## config.mk

```make
export PLATFORM = sky130hd
export DESIGN_NAME = muldiv_unit
export DESIGN_NICKNAME = d
export VERILOG_FILES = /design/src/rtl/muldiv_unit.sv
export SDC_FILE = /design/constraint.sdc
export NUM_CORES = 1
export LEC_CHECK = 0
export ABC_AREA = 0
export ABC_CLOCK_PERIOD_IN_PS = 5400
export CAP_MARGIN = 20
export CORE_ASPECT_RATIO = 1.2
export CORE_MARGIN = 2
export CORE_UTILIZATION = 45
export DETAILED_ROUTE_END_ITERATION = 8
export GPL_TIMING_DRIVEN = 0
export PLACE_DENSITY_LB_ADDON = 0.25
export SKIP_CTS_REPAIR_TIMING = 1
export SYNTH_ARGS = -nofsm -noshare
export SYNTH_HDL_FRONTEND = slang
export SYNTH_SLANG_ARGS = --single-unit
```

## constraint.sdc

```tcl
create_clock -name clk -period 5.4 [get_ports clk]
set_input_delay 1.08 -clock clk [delete_from_list [all_inputs] [get_ports clk]]
set_output_delay 1.08 -clock clk [all_outputs]
set_load 0.01 [all_outputs]
```

## src/rtl/muldiv_unit.sv

```systemverilog
// Iterative RV32M multiply/divide unit: radix-2 shift-add multiply and restoring
// divide, one bit per cycle, with a pass-through destination tag and a kill input.
module muldiv_unit #(
   parameter int DWIDTH = 32,
   parameter int TAGW   = 5
) (
   input  logic              clk,
   input  logic              reset,
   input  logic              valid_i,
   output logic              ready_o,
   input  logic [DWIDTH-1:0] rs1_i,
   input  logic [DWIDTH-1:0] rs2_i,
   input  logic [2:0]        funct3_i,
   input  logic [TAGW-1:0]   tag_i,
   input  logic              kill_i,
   output logic              valid_o,
   input  logic              ready_i,
   output logic [DWIDTH-1:0] res_o,
   output logic [TAGW-1:0]   tag_o,
   output logic              busy_o
);

   localparam int CW = $clog2(DWIDTH + 1);
   localparam logic [DWIDTH-1:0] MIN_NEG = {1'b1, {(DWIDTH-1){1'b0}}};

   typedef enum logic [1:0] {IDLE, CALC, DONE} state_t;

   // Handshake: a request transfers on a rising edge where valid_i && ready_o && !kill_i;
   // a result transfers on a rising edge where valid_o && ready_i. valid_o and res_o/tag_o
   // hold until that transfer (or a kill/reset), and ready_o is high only in IDLE.
   state_t              state_q, state_d;
   logic [CW-1:0]       cnt_q, cnt_d;
   logic [2*DWIDTH-1:0] acc_q, acc_d;
   logic [DWIDTH-1:0]   opb_q, opb_d;
   logic [2:0]          f3_q, f3_d;
   logic                neg_q, neg_d;
   logic [DWIDTH-1:0]   res_q, res_d;
   logic [TAGW-1:0]     tag_q, tag_d;
   logic                valid_q, valid_d;
   logic                ready_q, ready_d;
   logic                busy_q, busy_d;

   logic                signed_a, signed_b, a_neg, b_neg;
   logic [DWIDTH-1:0]   a_mag, b_mag;
   logic                div_zero, div_ovf;
   logic [DWIDTH:0]     mul_sum, div_shift, div_diff;
   logic [2*DWIDTH-1:0] acc_step, prod;
   logic [DWIDTH-1:0]   step_lo, step_hi;

   always_comb begin
      signed_a = (funct3_i == 3'b001) || (funct3_i == 3'b010) ||
                 (funct3_i == 3'b100) || (funct3_i == 3'b110);
      signed_b = (funct3_i == 3'b001) || (funct3_i == 3'b100) || (funct3_i == 3'b110);
      a_neg    = signed_a && rs1_i[DWIDTH-1];
      b_neg    = signed_b && rs2_i[DWIDTH-1];
      a_mag    = a_neg ? -rs1_i : rs1_i;
      b_mag    = b_neg ? -rs2_i : rs2_i;
      div_zero = funct3_i[2] && (rs2_i == '0);
      div_ovf  = funct3_i[2] && !funct3_i[0] && (rs1_i == MIN_NEG) && (rs2_i == '1);

      // Multiply: acc = {partial, multiplier}; add multiplicand on the LSB, shift right.
      mul_sum   = {1'b0, acc_q[2*DWIDTH-1:DWIDTH]} +
                  ({1'b0, opb_q} & {(DWIDTH+1){acc_q[0]}});
      // Divide: acc = {remainder, dividend/quotient}; trial-subtract, keep if non-negative.
      div_shift = acc_q[2*DWIDTH-1:DWIDTH-1];
      div_diff  = div_shift - {1'b0, opb_q};
      if (f3_q[2]) begin
         if (div_diff[DWIDTH])
            acc_step = {div_shift[DWIDTH-1:0], acc_q[DWIDTH-2:0], 1'b0};
         else
            acc_step = {div_diff[DWIDTH-1:0], acc_q[DWIDTH-2:0], 1'b1};
      end else begin
         acc_step = {mul_sum, acc_q[DWIDTH-1:1]};
      end
      prod    = neg_q ? -acc_step : acc_step;
      step_lo = acc_step[DWIDTH-1:0];
      step_hi = acc_step[2*DWIDTH-1:DWIDTH];
   end

   always_comb begin
      state_d = state_q;
      cnt_d   = cnt_q;
      acc_d   = acc_q;
      opb_d   = opb_q;
      f3_d    = f3_q;
      neg_d   = neg_q;
      res_d   = res_q;
      tag_d   = tag_q;
      if (kill_i && (state_q != IDLE)) begin
         state_d = IDLE;
      end else begin
         case (state_q)
            IDLE: begin
               if (valid_i && !kill_i) begin
                  f3_d  = funct3_i;
                  tag_d = tag_i;
                  neg_d = (funct3_i == 3'b110) ? a_neg : (a_neg ^ b_neg);
                  if (div_zero) begin
                     res_d   = funct3_i[1] ? rs1_i : '1;
                     state_d = DONE;
                  end else if (div_ovf) begin
                     res_d   = funct3_i[1] ? '0 : rs1_i;
                     state_d = DONE;
                  end else begin
                     acc_d   = funct3_i[2] ? {{DWIDTH{1'b0}}, a_mag} : {{DWIDTH{1'b0}}, b_mag};
                     opb_d   = funct3_i[2] ? b_mag : a_mag;
                     cnt_d   = CW'(DWIDTH);
                     state_d = CALC;
                  end
               end
            end
            CALC: begin
               acc_d = acc_step;
               cnt_d = cnt_q - CW'(1);
               if (cnt_q == CW'(1)) begin
                  if (!f3_q[2])
                     res_d = (f3_q == 3'b000) ? prod[DWIDTH-1:0] : prod[2*DWIDTH-1:DWIDTH];
                  else if (f3_q[1])
                     res_d = neg_q ? -step_hi : step_hi;
                  else
                     res_d = neg_q ? -step_lo : step_lo;
                  state_d = DONE;
               end
            end
            DONE: begin
               if (ready_i)
                  state_d = IDLE;
            end
            default: state_d = IDLE;
         endcase
      end
      valid_d = (state_d == DONE);
      ready_d = (state_d == IDLE);
      busy_d  = (state_d != IDLE);
   end

   always_ff @(posedge clk) begin
      if (reset) begin
         state_q <= IDLE;
         cnt_q   <= '0;
         acc_q   <= '0;
         opb_q   <= '0;
         f3_q    <= '0;
         neg_q   <= 1'b0;
         res_q   <= '0;
         tag_q   <= '0;
         valid_q <= 1'b0;
         ready_q <= 1'b1;
         busy_q  <= 1'b0;
      end else begin
         state_q <= state_d;
         cnt_q   <= cnt_d;
         acc_q   <= acc_d;
         opb_q   <= opb_d;
         f3_q    <= f3_d;
         neg_q   <= neg_d;
         res_q   <= res_d;
         tag_q   <= tag_d;
         valid_q <= valid_d;
         ready_q <= ready_d;
         busy_q  <= busy_d;
      end
   end

   assign ready_o = ready_q;
   assign valid_o = valid_q;
   assign res_o   = res_q;
   assign tag_o   = tag_q;
   assign busy_o  = busy_q;

endmodule

```

Yosys cells after proc, flatten, opt, wreduce, memory -nomap -nowiden
Index checks and enable logic that the tools add are counted.

word-level totals
  register bits = 148
  input bits = 77
  output and inout port bits = 40

cells by class
  reduce and logical (&&, ||, !) cells = 26
  bitwise logic cells = 5
  muxes and demuxes = 35
  $add $sub $neg = 8
  equality and inequality tests = 15

operators by type and width
  kind                  count
  $mux 32               15
  $mux 64               6
  $neg 32->32           4
  $pmux 64 s2           1
  $eq 32x32->1 const B  2
  $neg 64->64           1
  $pmux 32 s2           1
  $add 32x33->33        1
  $and 32x33->33        1
  $sub 33x32->33        1
  $logic_not 32->1      1
  $mux 6                3
  $reduce_and 5->1      3
  $mux 2                6
  $pmux 6 s2            1
  $logic_and 1x1->1     8
  $ne 2x2->1 const B    4
  $eq 3x3->1 const B    2
  $eq 6x1->1 const B    1
  $pmux 2 s3            1
  $reduce_bool 2->1     3
  $sub 6x1->6 const B   1
  $logic_or 1x1->1      5
  $eq 2x2->1 const B    2
  11 further kinds      15

Depth between registers and ports, before layout
  depth after elaboration = 11
  depth in mapped cells = 28
  depth with buffers taken out = 23

Worst setup path before layout
OpenSTA, ideal clock, no wires.

  path type = register to register
  from = reg acc_q[31]
  to = reg res_q[20], in the netlist res_o[20]
  cell stages (with the launch flop) = 26
  arrival = 5.681 ns
  data required time = 5.260 ns
  clock period less this slack = 5.821 ns
  buffers on the path = 5
  setup slack = -0.421 ns
  path through = dfxtp_1 inv_1 ha_1 inv_1 fa_1 a211oi_2 o211ai_1 and4b_1 buf_6 o211ai_2 a211oi_2 buf_2 buf_2 buf_1 clkbuf_1 a21oi_1 ha_1 o21ai_0 nand4b_1 o41ai_1 a21bo_2 a21oi_1 nand2_1 or3_1 nand3_1 a221oi_1

on the way
  word-level cells in the longest chain between the ends = 9
  elaborated cells between the ends (all ways) = 14
  those cells by class = 4 x add/sub; 10 x mux

RTL lines
  item                                 line      source
  start: declaration                   33        logic [2*DWIDTH-1:0] acc_q, acc_d;
  start signal: assignment             141       acc_q <= '0;
  start signal: assignment             153       acc_q <= acc_d;
  $sub 33x32->33                       66        div_diff = div_shift - {1'b0, opb_q};
  $mux 64                              68        if (div_diff[DWIDTH])
  $mux 64 *                            67        if (f3_q[2]) begin
  $neg 64->64 (tied with other cells)  75        prod = neg_q ? -acc_step : acc_step;
  $mux 64 (tied with other cells)      75
  $mux 32 (on tied branches)           117, 118
  $mux 32 *                            116       if (!f3_q[2])
  $mux 32 *                            115       if (cnt_q == CW'(1)) begin
  $pmux 32 s2 *                        92        case (state_q)
  end signal: assignment               157       res_q <= res_d;
  end: declaration                     37        logic [DWIDTH-1:0] res_q, res_d;

Every way passes the cells marked *; elsewhere a longest branch is shown, timed or not. The select of a mux whose other input is x is not followed.
A chain may end at the register's enable or synchronous reset.

Worst setup path after layout
  from = reg opb_q[19]
  to = reg res_q[4], in the netlist res_o[4]

on the way
  word-level cells in the longest chain between the ends = 9
  elaborated cells between the ends (all ways) = 14
  those cells by class = 4 x add/sub; 10 x mux

RTL lines
  item                                 line      source
  start: declaration                   34        logic [DWIDTH-1:0] opb_q, opb_d;
  start signal: assignment             154       opb_q <= opb_d;
  $sub 33x32->33 *                     66
  $mux 64 *                            68
  $mux 64 *                            67
  $neg 64->64 (tied with other cells)  75
  $mux 64 (tied with other cells)      75
  $mux 32 (on tied branches)           117, 118
  $mux 32 *                            116
  $mux 32 *                            115
  $pmux 32 s2 *                        92

Marks and branches as above.

==> qor.yml <==
routed_via_density: 6.78
rsz0062_at_grt: "true"
yosys.area.top_type: "dfxtp_1"
cp-start-kind: "register"
status: "finished with violations"
synth.distinct_cells: 101
synth-main-ff-cell: "dfxtp_1"
fmax_mhz: 174
dr.first_iter.drc_count: 2107
irDropWorstVdd_mv: 0.231
ctsLongestPathBuffers: 2
vias: 20441
critPathArrivalTime_ns: 6.14
power.density_nw_per_um2: 215
path_clk_slew_ns: 0.07
slew_headroom_pct: 16.1
syn_nets: 2481
core_um2: 35900
drv_slew: 0
synthMuxAreaShare_pct: 3.94
worstPathRequired_ns: 5.80
violations: "negative setup slack"
io_buffers: 112
syn_area_um2: 16400
yosysSeqAreaShare_pct: 18.0
die_area_um2: 38100
syn_avg_cell_area_um2: 7.05
drc: 0
fill_cells: 3499
syn_inst: 2331
busiest_layer: "met2"
dp_slack_ns: -2.60
synth_compound_area_share_pct: 32.0
path_max_fanout: 8
place.gp.congestion: 1.09
ys_warn_count: 0
post-dp-hpwl_um: 69500
drt_first_pass_iters: 6
die_height_um: 213
routed_wl_um: 88400
synth_top_area_share_pct: 18.0
wire_per_inst_um: 29.3
async_reset_ff_share_pct: 0
setup.worst_path.class: "register to register"
finalPower_mw: 4.38
synth_top_family_by_area: "compound AO/OA/AOI/OAI gates"
dpl_cell_area_um2: 18200
grt_util_met3_pct: 12.9
postRouteAntennaNets: 0
synth_commonest_cells: "nand2_1, nor2_1, a21oi_1, dfxtp_1, o21ai_0"
cts_inserted_buffers: 17
drive_gt1_share_pct: 14.0
cts.sinks: 148
die_w_um: 178
grt.total_usage_pct: 45.1
grt_util_met2_pct: 73.5
grt_max_degree: 17
antenna_found_initial: 5
yosysMostFrequentCell: "nand2_1"
fin_ws_ns: -0.344
area_growth_pct: 24.1
finalHoldViolCount: 0
setup_viol: 18
overflow: 0
synth.area.top_cells: "dfxtp_1, a21oi_1, nand2_1"
synth_fa_ha_area_share_pct: 7.29
stdcell_area_um2: 20400
h-tree-depth: 4
post-route-period-util_pct: 106
synth_xor_xnor_area_share_pct: 8.85
use_met1_pct: 46.4
ys_ff_latch: 148
clkLatencyLatePin_ns: 0.48
period_needed_ns: 5.74
rows: 76
synth-edff-count: 0
cap_violations: 0
grt_pass1_vias: 19230
cts_tree: "built"
cts_root_buffer: "clkbuf_16"
nNetsFinal: 2682
clock-skew-final_ns: 0.0147
p_leak_nw: 7.83
tightest_slew_ns: 1.26
grt_pass1_wl_um: 124000
synth_simple_gate_area_share_pct: 24.3
critical_path.endpoint_type: "register"
hp-class: "register to register"
start_util_pct: 45.7
pin_count: 117
[kinds of logic (layout without fill, tap and decap cells)]
kind of cell	after synthesis	count (layout)
adder cells (fa/ha/maj)	100	100
XOR/XNOR	166	166
multiplexers	60	60
flip-flops	148	148
buffers and inverters	228	442
AND/OR/NAND/NOR	845	845
other	0	3
AO/OA/AOI/OAI	784	784
[sequential cells by signal, summed over array words and instances (netlist names), 2 cells and up]
name     flops
opb_q       32
cnt_q        6
tag_o        5
state_q      2
f3_q         3
acc_q       64
res_o       32
[where the power goes]
part / switching, mW / leakage [nW] / total [mW] / internal (mW)
Sequential: 0.0685 / 1.21 / 1.21 / 1.14
Clock: 0.607 / 0.269 / 1.22 / 0.610
Combinational: 1.27 / 6.36 / 1.96 / 0.687
Total: 1.95 / 7.83 / 4.38 / 2.43
[metal layers]
metal / vias to the layer above / wire (µm)
li1: 9010 / -
met1: 9663 / 30200
met2: 1283 / 39800
met3: 479 / 8860
met4: 6 / 9530
met5: - / 43
[stage by stage]
stage	setup TNS, ns	utilization, %	hold WS [ns]	cells
floorplan	0	-	0.440	2331
global placement	-165.51	50.5	0.444	2911
detailed placement	-172.04	50.6	0.451	2913
CTS	-127.67	52.2	0.461	2945
global route	-4.24	56.7	0.496	3014
finish	-3.26	56.7	0.461	3016
[final timing paths]
path,endpoint,cells past startpoint,startpoint,slack [ns]
setup reg to reg,res_o[4],25,opb_q[19],-0.34
hold / removal,tag_o[0],2,tag_o[0],0.46
setup / recovery,res_o[4],25,opb_q[19],-0.34
hold reg to reg,tag_o[0],2,tag_o[0],0.46
[critical path: stages (launching register included)]
cell	delay, ns
dfxtp_2	0.45
inv_1	0.07
ha_1	0.35
a21oi_1	0.28
o21ai_2	0.20
a221oi_4	0.46
o211a_4	0.34
a211oi_4	0.10
buf_6	0.16
buf_12	0.13
buf_12	0.12
buf_12	0.14
a21oi_4	0.19
ha_4	0.18
o21ai_4	0.07
nand4b_1	0.33
o41ai_4	0.47
a21bo_4	0.30
a21o_4	0.26
nand2_4	0.10
nand2_1	0.07
mux2i_1	0.17
o22ai_1	0.10
nor2_1	0.26
a21oi_2	0.10
a211oi_2	0.21
[cell usage in the layout, fill, tap and decap left out, types with 25 or more instances in the layout]
cell,synthesis,routed
a211oi_1,32,25
a21o_1,30,29
nor2_1,239,238
o211ai_1,52,52
inv_1,70,67
xnor2_1,90,85
a31oi_1,34,30
maj3_1,27,27
clkbuf_1,110,92
nand2_1,280,273
ha_1,71,68
nor3_1,64,60
clkdlybuf4s50_1,0,112
dfxtp_1,148,140
buf_4,1,66
a22oi_1,37,33
xor2_1,76,75
nand3_1,31,29
o21ai_0,142,131
mux2i_1,32,29
mux2_2,27,26
and2_1,41,40
a21oi_1,226,212
[layout make-up]
| cell class | instances | area (µm²) | share of cell area (%) |
|---|---|---|---|
| well taps | 468 | 586 | 2.87 |
| clock buffers | 18 | 429 | 2.10 |
| inverters | 71 | 269 | 1.32 |
| flip-flops and latches | 148 | 2980 | 14.6 |
| plain buffers | 154 | 772 | 3.78 |
| multi-input cells | 1955 | 13500 | 66.1 |
| repair buffers | 185 | 1730 | 8.50 |
| diodes | 3 | 7.51 | 0.0368 |
| clock inverters | 14 | 141 | 0.693 |
(Power assumes the default switching activity.)
